File: src/rtl/ir_receiver.sv
// IR packet receiver: synchronizes the demodulated IR envelope, measures mark/space
// lengths in prescaled ticks and decodes start + car-ID burst + CMD_LEN data bursts.
// Optional feature: define IR_RECEIVER_GLITCH_FILTER_EN to add a 4-cycle level filter
// on the synchronized input (pulses shorter than 4 cycles never reach the decoder).
`timescale 1ns / 1ps

module ir_receiver #(
  parameter int unsigned SYS_CLK_FREQ_HZ = 100_000_000,
  parameter int unsigned TICK_DIV        = 2500,
  parameter int unsigned CAR_COUNT       = 4,
  parameter int unsigned CMD_LEN         = 4,
  parameter int unsigned START_MIN_TICKS = 60,
  parameter int unsigned ONE_MIN_TICKS   = 20,
  parameter int unsigned CAR_UNIT_TICKS  = 8,
  parameter int unsigned TIMEOUT_TICKS   = 100,
  localparam int unsigned CarW = (CAR_COUNT > 1) ? $clog2(CAR_COUNT) : 1
) (
  input  logic                CLK,
  input  logic                RESET,
  input  logic                IR_IN,
  output logic [CMD_LEN-1:0]  RX_COMMAND,
  output logic [CarW-1:0]     RX_CAR,
  output logic                RX_VALID,
  output logic                RX_ERROR,
  output logic                RX_BUSY
);

  // Clock frequency is informational only; a zero value falls back to a divide-by-1 tick.
  localparam int unsigned TickDiv = (SYS_CLK_FREQ_HZ > 0 && TICK_DIV > 0) ? TICK_DIV : 1;
  localparam int unsigned PresW   = (TickDiv > 1) ? $clog2(TickDiv) : 1;
  localparam int unsigned FieldW  = $clog2(CMD_LEN + 1);

  localparam logic [PresW-1:0]  TickMax    = PresW'(TickDiv - 1);
  localparam logic [7:0]        StartMin   = 8'(START_MIN_TICKS);
  localparam logic [7:0]        OneMin     = 8'(ONE_MIN_TICKS);
  localparam logic [7:0]        TimeoutLen = 8'(TIMEOUT_TICKS);
  localparam logic [8:0]        CarMin     = 9'(CAR_UNIT_TICKS);
  localparam logic [8:0]        CarLim     = 9'((CAR_COUNT + 1) * CAR_UNIT_TICKS);
  localparam logic [FieldW-1:0] FieldLast  = FieldW'(CMD_LEN);

  typedef enum logic [1:0] {StIdle, StStartMark, StSpace, StMark} state_e;

  logic             sync1_q, sync2_q;
  logic             env, env_q;
  logic             env_rise, env_fall, env_edge;
  logic [PresW-1:0] pres_q, pres_d;
  logic [7:0]       len_q, len_d;
  logic             tick;

  state_e              state_q, state_d;
  logic [FieldW-1:0]   field_q, field_d;
  logic [CarW-1:0]     car_sh_q, car_sh_d;
  logic [CMD_LEN-1:0]  cmd_sh_q, cmd_sh_d;
  logic [CMD_LEN-1:0]  rx_cmd_q, rx_cmd_d;
  logic [CarW-1:0]     rx_car_q, rx_car_d;
  logic                valid_q, valid_d;
  logic                error_q, error_d;
  logic [CarW-1:0]     car_k;
  logic                car_ok;
  logic                bit_one;
  logic [CMD_LEN-1:0]  cmd_next;

`ifdef IR_RECEIVER_GLITCH_FILTER_EN
  logic       filt_q, filt_d;
  logic [1:0] filt_cnt_q, filt_cnt_d;

  // Accept a new level only after it has been seen on 4 consecutive cycles.
  always_comb begin
    filt_d     = filt_q;
    filt_cnt_d = '0;
    if (sync2_q != filt_q) begin
      if (filt_cnt_q == 2'd3) begin
        filt_d = sync2_q;
      end else begin
        filt_cnt_d = filt_cnt_q + 2'd1;
      end
    end
  end

  // Filter state.
  always_ff @(posedge CLK or negedge RESET) begin
    if (!RESET) begin
      filt_q     <= 1'b0;
      filt_cnt_q <= '0;
    end else begin
      filt_q     <= filt_d;
      filt_cnt_q <= filt_cnt_d;
    end
  end

  assign env = filt_q;
`else
  assign env = sync2_q;
`endif

  assign env_rise = env & ~env_q;
  assign env_fall = ~env & env_q;
  assign env_edge = env ^ env_q;

  // Prescaler and length counter restart on every envelope edge.
  always_comb begin
    tick   = (pres_q == TickMax);
    pres_d = pres_q + 1'b1;
    if (env_edge || tick) pres_d = '0;
    len_d = len_q;
    if (env_edge) begin
      len_d = '0;
    end else if (tick && len_q != 8'hFF) begin
      len_d = len_q + 8'd1;
    end
  end

  // Synchronizer, edge history and length measurement.
  always_ff @(posedge CLK or negedge RESET) begin
    if (!RESET) begin
      sync1_q <= 1'b0;
      sync2_q <= 1'b0;
      env_q   <= 1'b0;
      pres_q  <= '0;
      len_q   <= '0;
    end else begin
      sync1_q <= IR_IN;
      sync2_q <= sync1_q;
      env_q   <= env;
      pres_q  <= pres_d;
      len_q   <= len_d;
    end
  end

  // Car index = floor(len / unit) - 1 via a comparator ladder; data bit at field position.
  always_comb begin
    car_k = '0;
    for (int unsigned i = 1; i < CAR_COUNT; i++) begin
      if ({1'b0, len_q} >= 9'((i + 1) * CAR_UNIT_TICKS)) car_k = CarW'(i);
    end
    car_ok  = ({1'b0, len_q} >= CarMin) && ({1'b0, len_q} < CarLim);
    bit_one = (len_q >= OneMin);
    cmd_next = cmd_sh_q;
    for (int unsigned i = 0; i < CMD_LEN; i++) begin
      if (field_q == FieldW'(i + 1)) cmd_next[i] = bit_one;
    end
  end

  // Packet decoder next state; outputs only change on a complete packet.
  always_comb begin
    state_d  = state_q;
    field_d  = field_q;
    car_sh_d = car_sh_q;
    cmd_sh_d = cmd_sh_q;
    rx_cmd_d = rx_cmd_q;
    rx_car_d = rx_car_q;
    valid_d  = 1'b0;
    error_d  = 1'b0;
    unique case (state_q)
      StIdle: begin
        if (env_rise) state_d = StStartMark;
      end
      StStartMark: begin
        if (env_fall) begin
          if (len_q >= StartMin) begin
            state_d  = StSpace;
            field_d  = '0;
            cmd_sh_d = '0;
          end else begin
            state_d = StIdle;
          end
        end
      end
      StSpace: begin
        // Timeout wins over a simultaneous rise.
        if (len_q >= TimeoutLen) begin
          error_d = 1'b1;
          state_d = StIdle;
        end else if (env_rise) begin
          state_d = StMark;
        end
      end
      StMark: begin
        if (env_fall) begin
          if (len_q >= StartMin) begin
            state_d  = StSpace;
            field_d  = '0;
            cmd_sh_d = '0;
          end else if (field_q == '0) begin
            if (car_ok) begin
              car_sh_d = car_k;
              field_d  = FieldW'(1);
              state_d  = StSpace;
            end else begin
              error_d = 1'b1;
              state_d = StIdle;
            end
          end else begin
            cmd_sh_d = cmd_next;
            if (field_q == FieldLast) begin
              rx_cmd_d = cmd_next;
              rx_car_d = car_sh_q;
              valid_d  = 1'b1;
              state_d  = StIdle;
            end else begin
              field_d = field_q + 1'b1;
              state_d = StSpace;
            end
          end
        end
      end
      default: state_d = StIdle;
    endcase
  end

  // Decoder state, shadow and output registers.
  always_ff @(posedge CLK or negedge RESET) begin
    if (!RESET) begin
      state_q  <= StIdle;
      field_q  <= '0;
      car_sh_q <= '0;
      cmd_sh_q <= '0;
      rx_cmd_q <= '0;
      rx_car_q <= '0;
      valid_q  <= 1'b0;
      error_q  <= 1'b0;
    end else begin
      state_q  <= state_d;
      field_q  <= field_d;
      car_sh_q <= car_sh_d;
      cmd_sh_q <= cmd_sh_d;
      rx_cmd_q <= rx_cmd_d;
      rx_car_q <= rx_car_d;
      valid_q  <= valid_d;
      error_q  <= error_d;
    end
  end

  assign RX_COMMAND = rx_cmd_q;
  assign RX_CAR     = rx_car_q;
  assign RX_VALID   = valid_q;
  assign RX_ERROR   = error_q;
  assign RX_BUSY    = (state_q != StIdle);

endmodule

File: config.mk
export PLATFORM = sky130hd
export DESIGN_NAME = ir_receiver
export DESIGN_NICKNAME = d
export VERILOG_FILES = /design/src/rtl/ir_receiver.sv
export SDC_FILE = /design/constraint.sdc
export NUM_CORES = 1
export LEC_CHECK = 0
export ABC_AREA = 1
export CAP_MARGIN = 25
export CELL_PAD_IN_SITES_DETAIL_PLACEMENT = 1
export CELL_PAD_IN_SITES_GLOBAL_PLACEMENT = 2
export CORE_MARGIN = 1
export CORE_UTILIZATION = 35
export DETAILED_ROUTE_END_ITERATION = 7
export GPL_TIMING_DRIVEN = 0
export PLACE_DENSITY = 0.76
export SYNTH_ARGS = -nofsm -noshare
export SYNTH_HDL_FRONTEND = slang
export SYNTH_SLANG_ARGS = --single-unit
export TNS_END_PERCENT = 30
File: constraint.sdc
create_clock -name CLK -period 1.7 [get_ports CLK]
set_input_delay 0.255 -clock CLK [delete_from_list [all_inputs] [get_ports CLK]]
set_output_delay 0.255 -clock CLK [all_outputs]
set_load 0.005 [all_outputs]
==> results.yml <==
status:
  outcome: "complete, but fails checks"
  violations: "design-rule violations"
critical_path:
  worstPathCellList: "inv_1, nand2_1, clkdlybuf4s50_1"
  path_max_fanout: 5
  endpoint_kind: "output port"
  slowest_stage: "clkdlybuf4s50_1"
  worstPathRequired_ns: 1.44
  slowest_delay_ns: 0.50
  arrival_ns: 1.35
  critPathBufInv: 2
  path_class: "flip-flop to output port"
  cpLargestDelayFamily: "buffers and inverters"
  worstSetupStartpointType: "flip-flop"
cells_and_area:
  insertedDiodeCount: 0
  fill_cells: 782
  drive_above_1_share_pct: 13.0
  final_nets: 336
  areaGrowthSynthToFinish_pct: 16.2
  final_cell_mix: "nand2_1, dfrtp_1, inv_1"
  final_common_cell: "nand2_1"
power:
  power-per-cell-area_mw_per_mm2: 884
  power.share.clock_pct: 32.3
  p_sw_share_pct: 29.8
  comb_power_share_pct: 22.5
  seq_power_share_pct: 45.1
  leakage_nw: 1.44
  power.net_switching_w: 0.000736
  p_int_w: 0.00173
  peakVddDrop_v: 0.000483
yosys:
  syn-num-nets: 313
  synthCells: 300
  yosysUniqueCellTypes: 30
  yosysSeqAreaShare_pct: 43.8
  yosysWarnings: 0
  ys_seq_elements: 42
  syn_area_mm2: 0.00240
  synth.avg_cell_area_um2: 8.00
place:
  place_ws_ns: 0.0628
  dp_hpwl_um: 3990
  port_buffers: 11
  globalplace.congestion: 0.740
clock_network:
  root_buffer: "clkbuf_8"
  htreeDepth: 2
  cts_tree: "built"
  clock_sinks: 42
  ctsLongestPathBuffers: 2
  clk_pin_slew_ns: 0.07
  worstSkewPairLatency_ns: 0.29
  numCtsBuffers: 5
global_routing:
  antenna_found_initial: 0
  grt-ovfl-total: 0
  grt_max_degree: 26
  grt_pass1_vias: 1927
  grt_pass1_wl_um: 9160
  grt_usage_pct: 16.1
drt:
  ant_nets: 0
  wl_met3_um: 77
  drt_iter0_markers: 55
  drt_pass1_iterations: 6
  finalWirelength_um: 5200
  wl_met1_um: 2720
  via_per_inst: 4.83
  top_layer_used: "met4"
  drc: 3
  via_count: 1933
  wl_per_cell_um: 13.0
  wl_met2_um: 2360
timing:
  layout_min_cycle_time_ns: 1.61
  hold_ws_ns: 0.359
  post-route-period-util_pct: 94.5
  worstMarginPinSlew_ns: 0.469
  drv_slew: 0
  setup_viol: 0
  finalHoldViolations: 0
  fin_worst_skew_ns: 0.00940
  fmax_ghz: 0.622
  fin_setup_tns_ns: 0
  final.setup.worst_slack_ns: 0.0933
  max_slew_margin_pct: 68.7
die:
  die_h_um: 84.8
  dieWidth_um: 84.8
  ios: 12
  core_area_mm2: 0.00649
  die_area_mm2: 0.00720
  num_rows: 29
  start_util_pct: 37.0
hold_path:
  hold_path_class: "flip-flop to flip-flop"
job:
  max_cap_viol_count: 0
[cells by family (layout without fill, tap and decap cells)]
family	count (synthesis)	after routing	share of synthesized area, %
muxes	3	3	1.25
buffers and inverters	48	71	8.29
adders and majority gates	10	10	5.21
AOI/OAI and AO/OA	17	17	4.01
xor gates and xnor gates	7	7	2.55
and+or+nand+nor	173	173	34.9
DFF	42	42	43.8
[worst register-to-register path, stage by stage (launching register included)]
cell and delay (ns):
dfrtp_1 0.42, inv_1 0.09, ha_1 0.24, nand2_2 0.09, inv_1 0.08, or2_2 0.29, nor2_1 0.13, nand4_1 0.10
nand2_1 0.08
[routing by layer]
metal | vias to the layer above | global-route usage, %
met3 | 4 | 2.63
met1 | 915 | 22.5
met2 | 14 | 25.6
met5 | - | 0
met4 | 0 | 5.08
li1 | 1000 | -
[power by group through the flow]
stage,logic [W],clock network (W),registers [W]
after CTS,0.000529,0.000843,0.00111
final,0.000555,0.000798,0.00111
after floorplan,0.000369,0,0.00111
after global placement,0.000509,0,0.00113
after global routing,0.000640,0.000886,0.00112
after detailed placement,0.000524,0,0.00113
[registers in the layout, indices dropped and copies added (netlist names)]
register	cells
pres_q	12
len_q	8
RX_COMMAND	4
cmd_sh_q	4
field_q	3
RX_CAR	2
car_sh_q	2
state_q	2
RX_ERROR	1
RX_VALID	1
env	1
env_q	1
sync1_q	1
[timing repair]
item                                    4_1_cts  5_1_grt
setup buffers                                 0        3
gates resized for setup                       0        6
endpoints found under the setup margin        0       23
endpoints found under the hold margin        17        0
hold buffers                                  1        0
[final timing paths]
kind                       startpoint         end  slack, ns  cells after the start
min reg2reg                   sync1_q         env       0.36                      0
max                        state_q[1]     RX_BUSY       0.09                      3
min in group asynchronous       RESET   pres_q[6]       0.45                      2
max in group asynchronous       RESET  state_q[1]       0.75                      3
min                           sync1_q         env       0.36                      0
max reg2reg                field_q[0]  field_q[2]       0.11                      8
[Yosys cell counts]
library cell | instances | share of area (%)
dfrtp_1 | 42 | 44
nor3_4 | 3 | 2.0
nor3b_1 | 2 | 0.63
o21ai_0 | 8 | 1.7
mux2i_1 | 3 | 1.3
buf_6 | 2 | 0.94
buf_2 | 1 | 0.21
inv_1 | 37 | 5.8
clkbuf_1 | 1 | 0.16
o21ai_1 | 2 | 0.42
nand3_2 | 1 | 0.42
o21ai_2 | 3 | 1.1
nand4_1 | 11 | 2.9
nand2_4 | 3 | 1.4
nand2_1 | 80 | 13
nand3b_4 | 1 | 0.83
ha_1 | 10 | 5.2
inv_2 | 5 | 0.78
clkinv_1 | 1 | 0.16
nor2_1 | 32 | 5.0
or2_2 | 1 | 0.26
nand4_2 | 1 | 0.52
nor3_1 | 11 | 2.3
a21oi_1 | 4 | 0.83
xor2_1 | 7 | 2.6
nor4_1 | 1 | 0.26
nand3_1 | 22 | 4.6
inv_4 | 1 | 0.26
nor3b_2 | 1 | 0.52
nand2_2 | 3 | 0.78
[cell type report]
type,count,area (µm²),area share (%)
timing repair buffer,16,158,5.65
buffer,4,33.8,1.21
clock buffer,6,82.6,2.96
clock inverter,1,30.0,1.08
sequential,42,1050,37.7
tap,77,96.3,3.45
inverter,44,168,6.01
multi-input combinational,210,1170,41.9
[metrics by stage]
step / total power [W] / instance area (µm²) / std cells / util [%]
floorplan: 0.00148 / 2400 / 300 / -
detailed placement: 0.00166 / 2620 / 389 / 40.4
CTS: 0.00249 / 2750 / 397 / 42.3
finish: 0.00247 / 2790 / 400 / 42.9
global route: 0.00265 / 2790 / 400 / 42.9
global placement: 0.00164 / 2610 / 388 / 40.1
(Power assumes the default switching activity.)
